$ cat src/rtl/bram_stream_reader.sv
// Streams a contiguous BRAM address range out as valid/ready words; first word valid 3 cycles after start.
// Reads stall whenever FIFO slots plus the in-flight read would exceed FIFO_DEPTH, so back-pressure never drops data.

module bram_stream_reader_fifo #(
  parameter int WIDTH = 72,
  parameter int DEPTH = 4
) (
  input  logic                         clk_i,
  input  logic                         rst_n_i,
  input  logic                         push_vld_i,
  input  logic [WIDTH-1:0]             push_dat_i,
  input  logic                         pop_rdy_i,
  output logic                         pop_vld_o,
  output logic [WIDTH-1:0]             pop_dat_o,
  output logic [$clog2(DEPTH+1)-1:0]   count_o
);

  localparam int PTR_W = (DEPTH > 1) ? $clog2(DEPTH) : 1;
  localparam int CNT_W = $clog2(DEPTH + 1);
  localparam logic [CNT_W-1:0] FULL_C = CNT_W'(DEPTH);

  logic [WIDTH-1:0] mem_q [DEPTH];
  logic [PTR_W-1:0] wr_ptr_q, wr_ptr_d;
  logic [PTR_W-1:0] rd_ptr_q, rd_ptr_d;
  logic [CNT_W-1:0] count_q, count_d;
  logic             push;
  logic             pop;

  always_comb begin
    pop      = pop_rdy_i && (count_q != '0);
    push     = push_vld_i && ((count_q != FULL_C) || pop);
    wr_ptr_d = wr_ptr_q;
    rd_ptr_d = rd_ptr_q;
    count_d  = count_q;
    if (push) wr_ptr_d = wr_ptr_q + PTR_W'(1);
    if (pop)  rd_ptr_d = rd_ptr_q + PTR_W'(1);
    case ({push, pop})
      2'b10:   count_d = count_q + CNT_W'(1);
      2'b01:   count_d = count_q - CNT_W'(1);
      default: count_d = count_q;
    endcase
  end

  always_ff @(posedge clk_i) begin
    if (!rst_n_i) begin
      wr_ptr_q <= '0;
      rd_ptr_q <= '0;
      count_q  <= '0;
    end else begin
      wr_ptr_q <= wr_ptr_d;
      rd_ptr_q <= rd_ptr_d;
      count_q  <= count_d;
    end
  end

  always_ff @(posedge clk_i) begin
    if (push) mem_q[wr_ptr_q] <= push_dat_i;
  end

  assign pop_vld_o = (count_q != '0);
  assign pop_dat_o = mem_q[rd_ptr_q];
  assign count_o   = count_q;

endmodule

module bram_stream_reader #(
  parameter int DATA       = 72,
  parameter int ADDR       = 10,
  parameter int FIFO_DEPTH = 4
) (
  input  logic            clk_i,
  input  logic            rst_n_i,
  input  logic            start_i,
  input  logic [ADDR-1:0] base_addr_i,
  input  logic [ADDR:0]   count_i,
  output logic            busy_o,
  output logic            done_o,
  output logic [ADDR-1:0] mem_addr_o,
  input  logic [DATA-1:0] mem_rd_data_i,
  output logic            out_valid_o,
  input  logic            out_ready_i,
  output logic [DATA-1:0] out_data_o
);

  localparam int CNT_W = $clog2(FIFO_DEPTH + 1);
  localparam logic [CNT_W-1:0] DEPTH_C = CNT_W'(FIFO_DEPTH);
  localparam logic [CNT_W-1:0] ONE_C   = CNT_W'(1);
  localparam logic [ADDR:0]    REM_ONE = (ADDR + 1)'(1);

  typedef enum logic [1:0] {
    S_IDLE  = 2'd0,
    S_RUN   = 2'd1,
    S_DRAIN = 2'd2
  } state_e;

  state_e           state_q, state_d;
  logic [ADDR-1:0]  addr_q, addr_d;
  logic [ADDR-1:0]  mem_addr_q, mem_addr_d;
  logic [ADDR:0]    remaining_q, remaining_d;
  logic             inflight_q, inflight_d;
  logic             done_q, done_d;
  logic             issue;
  logic             credit_ok;
  logic             pop;
  logic [CNT_W-1:0] fifo_count;

  // The read in flight already owns a slot, so it counts against the FIFO space.
  assign credit_ok = inflight_q ? (fifo_count < (DEPTH_C - ONE_C)) : (fifo_count < DEPTH_C);
  assign pop       = out_valid_o && out_ready_i;

  always_comb begin
    state_d     = state_q;
    addr_d      = addr_q;
    mem_addr_d  = mem_addr_q;
    remaining_d = remaining_q;
    done_d      = 1'b0;
    issue       = 1'b0;
    case (state_q)
      S_IDLE: begin
        if (start_i) begin
          if (count_i != '0) begin
            state_d     = S_RUN;
            addr_d      = base_addr_i;
            remaining_d = count_i;
          end else begin
            done_d = 1'b1;
          end
        end
      end
      S_RUN: begin
        issue = (remaining_q != '0) && credit_ok;
        if (issue) begin
          mem_addr_d  = addr_q;
          addr_d      = addr_q + ADDR'(1);
          remaining_d = remaining_q - REM_ONE;
          if (remaining_q == REM_ONE) state_d = S_DRAIN;
        end
      end
      S_DRAIN: begin
        // Finish on the edge that pops the last word so done lands right after the final handshake.
        if (!inflight_q && ((fifo_count == '0) || ((fifo_count == ONE_C) && pop))) begin
          state_d = S_IDLE;
          done_d  = 1'b1;
        end
      end
      default: state_d = S_IDLE;
    endcase
    inflight_d = issue;
  end

  always_ff @(posedge clk_i) begin
    if (!rst_n_i) begin
      state_q     <= S_IDLE;
      addr_q      <= '0;
      mem_addr_q  <= '0;
      remaining_q <= '0;
      inflight_q  <= 1'b0;
      done_q      <= 1'b0;
    end else begin
      state_q     <= state_d;
      addr_q      <= addr_d;
      mem_addr_q  <= mem_addr_d;
      remaining_q <= remaining_d;
      inflight_q  <= inflight_d;
      done_q      <= done_d;
    end
  end

  bram_stream_reader_fifo #(
    .WIDTH (DATA),
    .DEPTH (FIFO_DEPTH)
  ) u_fifo (
    .clk_i      (clk_i),
    .rst_n_i    (rst_n_i),
    .push_vld_i (inflight_q),
    .push_dat_i (mem_rd_data_i),
    .pop_rdy_i  (out_ready_i),
    .pop_vld_o  (out_valid_o),
    .pop_dat_o  (out_data_o),
    .count_o    (fifo_count)
  );

  assign mem_addr_o = mem_addr_d;
  assign busy_o     = (state_q != S_IDLE);
  assign done_o     = done_q;

endmodule
$ cat config.mk
export PLATFORM = sky130hd
export DESIGN_NAME = bram_stream_reader
export DESIGN_NICKNAME = d
export VERILOG_FILES = /design/src/rtl/bram_stream_reader.sv
export SDC_FILE = /design/constraint.sdc
export NUM_CORES = 1
export LEC_CHECK = 0
export CORE_ASPECT_RATIO = 0.7
export CORE_MARGIN = 2
export CORE_UTILIZATION = 54
export DETAILED_ROUTE_END_ITERATION = 6
export GPL_TIMING_DRIVEN = 1
export PLACE_DENSITY = 0.86
export SYNTH_ARGS = -nofsm -noshare
export SYNTH_HDL_FRONTEND = slang
export SYNTH_SLANG_ARGS = --single-unit
$ cat constraint.sdc
create_clock -name clk_i -period 4 [get_ports clk_i]
set_clock_uncertainty 0.2 [all_clocks]
set_input_delay 1 -clock clk_i [delete_from_list [all_inputs] [get_ports clk_i]]
set_output_delay 1 -clock clk_i [all_outputs]
set_load 0.1 [all_outputs]
==> flow_summary_export.csv <==
group,metric,value,unit
worst_setup_path,path_max_fanout,11,
placement,io_buffers,181,
synth,synth.cell_area,12900,sq um
global_routing,grt_max_degree,40,
cells_and_area,nNetsFinal,980,
worst_setup_path,rr_worst_depth,6,
sta,slew_headroom,35.7,%
power_and_ir_drop,swShare,38.5,%
sta,min_period,3610,ps
clocking,insertion_delay,550,ps
worst_setup_path,slowest_delay,400,ps
clocking,post-cts-setup-buffers,0,
worst_setup_path,worstSetupPathType,"reg -> out",
worst_setup_path,r2r_slack,1530,ps
power_and_ir_drop,p_clk_share,26.9,%
min_path,min_from,"u_fifo.wr_ptr_q[1]",
worst_setup_path,crit_slowest_cell,"mux2_2",
worst_setup_path,crit_start,"remaining_q[2]",
min_path,min_path_type,"reg -> reg",
power_and_ir_drop,max-vdd-ir-drop,580,uV
power_and_ir_drop,fin_total_pwr,11000,uW
global_routing,grt_pass1_wl,41.1,mm
synth,synth_edf_count,288,
power_and_ir_drop,seqPwrFrac,36.9,%
floorplanning,dieArea,25100,sq um
power_and_ir_drop,p_leak,0.00538,uW
sta,setup_tns,0,ps
clocking,ctsHoldBuffers,0,
worst_setup_path,critPathArrivalTime,2410,ps
worst_setup_path,endpoint_kind,"output pin",
worst_setup_path,worstPathRequired,2800,ps
synth,ys_seq_area_share,74.1,%
cells_and_area,drive_gt1_share,28.5,%
synth,ys_ff_latch,332,
sta,period_share,90.3,%
clocking,cts_buffer_depth,3,
worst_setup_path,r2r_end,"addr_q[0]",
drt,wl,27.0,mm
global_routing,antenna_found_initial,0,
floorplanning,core-area,23500,sq um
min_path,hold_depth,2,
min_path,hold_end,"u_fifo.wr_ptr_q[1]",
power_and_ir_drop,p_int,6750,uW
global_routing,track_usage,21.5,%
job,cap_violations,0,
sta,rsz0062_at_grt,"false",
clocking,root_buffer,"clkbuf_16",
clocking,cts_buffers,30,
worst_setup_path,critPathLaunchType,"register",
power_and_ir_drop,p_comb_share,36.1,%
synth,yosysTopAreaCell,"edfxtp_1",
clocking,cts_tree,"built",
floorplanning,io_pins,182,
sta,hold_viol_final,0,
power_and_ir_drop,p_switching,4220,uW
worst_setup_path,crit_chain,"nor4_4, and4_4, or2_4, mux2_2, buf_12",
cells_and_area,area_growth,25.3,%
global_routing,grt.overflow.total,0,
synth,synth-main-ff-cell,"edfxtp_1",
sta,worst_pin_slew,962,ps
synth,yosysUniqueCellTypes,60,
floorplanning,start_util,54.7,%
drt,ant_nets,0,
synth,yosysWarnings,0,
sta,finalMaxSlewViolations,0,
drt,firstDrtPassIters,5,
floorplanning,fp.dieH,133,um
worst_setup_path,cp_top_family,"simple AND/OR/NAND/NOR gates",
placement,place.gp.congestion,0.854,
clocking,path_clk_slew,70,ps
drt,remaining_drc_errors,0,
power_and_ir_drop,power-per-cell-area,681,nW/um^2
clocking,post_cts_resized,0,
worst_setup_path,cp.buffers_inverters,1,
run_status,status,"finished, final reports clean",
placement,hpwl,17.2,mm
synth,synth.area.top_cells,"edfxtp_1, mux4_2, dfxtp_1, ha_1, mux2_4",
synth,post_synth.cell_area_avg,19.2,sq um
drt,drtIter0Drc,624,
sta,setup_viol,0,
drt,vias_per_cell,5.73,
synth,synth-async-reset-ratio,0,%
drt,wl_per_cell,22.3,um
synth,synth_fp_nets,781,
clocking,htreeDepth,1,
sta,fmax,0.277,GHz
floorplanning,row_count,47,
floorplanning,die_w,188,um
synth,synth_top_area_share,67.3,%
clocking,clkSinkCount,332,
global_routing,grt_pass1_vias,7106,
synth,syn_inst,671,
worst_setup_path,regToRegStartpoint,"remaining_q[0]",
cells_and_area,diodes,0,
drt,vias,6949,
## metrics by stage
step	setup slack [ps]	utilization (%)	instance area (sq um)	instances	hold WS (ps)
2_1_floorplan	432	-	12900	671	258
5_1_grt	262	68.5	16100	1212	328
3_5_place_dp	761	64.0	15100	1156	295
6_report	389	68.5	16100	1212	300
4_1_cts	369	68.5	16100	1212	304
3_3_place_gp	828	64.0	15100	1156	272
## flip-flops by register name, summed over array words and instances, names as in the netlist, named ones only
name             count
addr_q              10
done_o               1
inflight_q           1
mem_addr_q          10
remaining_q         11
state_q              2
u_fifo.count_o       3
u_fifo.mem_q       288
u_fifo.rd_ptr_q      2
u_fifo.wr_ptr_q      2
## layout by cell type (no fill, tap or decap), drive strengths merged, types with 2 or more instances in the layout
cell type      count
nor4               3
o31a               2
o21a               5
clkinv            11
clkinvlp           4
and2              15
or3                4
nand2b             4
clkbuf            35
nor2              27
or2                2
edfxtp           288
o22ai              2
mux4              72
inv               13
mux2              10
a21oi             22
o32ai              2
xnor2              4
dfxtp             44
nand2             35
xor2               4
bufinv             4
buf              103
a31oi              2
o21ai             21
nand3              7
ha                13
and4               2
nand4              3
clkdlybuf4s50     97
a211oi             3
nor3              11
a221oi             5
## worst max-delay path by stage
stage / endpoint / depth (start not counted) / slack (ps)
2_1_floorplan: u_fifo.mem_q[0][0] / 2 / 430
3_3_place_gp: addr_q[4] / 7 / 830
3_5_place_dp: addr_q[0] / 5 / 760
4_1_cts: mem_addr_o[9] / 5 / 370
5_1_grt: mem_addr_o[9] / 5 / 260
6_report: mem_addr_o[9] / 5 / 390
## logic make-up after synthesis
group | Yosys count | synth area share [%]
multiplexers | 83 | 13.8
AO/OA/AOI/OAI | 74 | 3.86
AND/OR/NAND/NOR | 117 | 4.68
flip-flops | 332 | 74.1
adder cells (fa/ha/maj) | 13 | 1.26
buffers and inverters | 44 | 1.71
XOR/XNOR | 8 | 0.545
## final cells by class
class | count | area (sq um)
Clock inverter | 21 | 231
Multi-Input combinational cell | 295 | 3120
Fill cell | 1502 | 7420
Tap cell | 318 | 398
Clock buffer | 35 | 810
Inverter | 11 | 41.3
Timing Repair Buffer | 200 | 1970
Sequential cell | 332 | 9540
## tightest hold or removal path: cells and delay by family, from the launching register on
family	cells	cell delay, ps
AOI/OAI and AO/OA	1	50
DFF	1	340
and+or+nand+nor	1	70
## cells in the mapped netlist (all sizes together) (2+ instances only)
master / instances
nand4: 3
o31a: 2
clkbuf: 19
a211oi: 3
xnor2: 4
nand3: 7
a221oi: 5
nor3: 11
o32ai: 2
and4: 2
nand2b: 4
ha: 13
a31oi: 2
o21a: 5
o21ai: 21
inv: 10
nor4: 3
a21oi: 22
buf: 14
or2: 2
nor2: 27
o22ai: 2
mux4: 72
nand2: 35
dfxtp: 44
xor2: 4
edfxtp: 288
or3: 4
and2: 15
mux2: 10
## per-layer routing
| layer | GRT usage [%] | routed length, um |
|---|---|---|
| met5 | 0 | 0 |
| met4 | 5.82 | 734 |
| met3 | 3.42 | 1500 |
| met2 | 35.5 | 13300 |
| met1 | 30.4 | 11400 |
## power by group through the flow
stage	clock network (uW)	logic, uW	registers (uW)
global route	3100	4100	4080
floorplan	0	3200	4030
detailed placement	0	3980	4130
global placement	0	3950	4120
finish	2960	3970	4050
CTS	3010	3990	4060
Power figures use the tool's default switching activity.
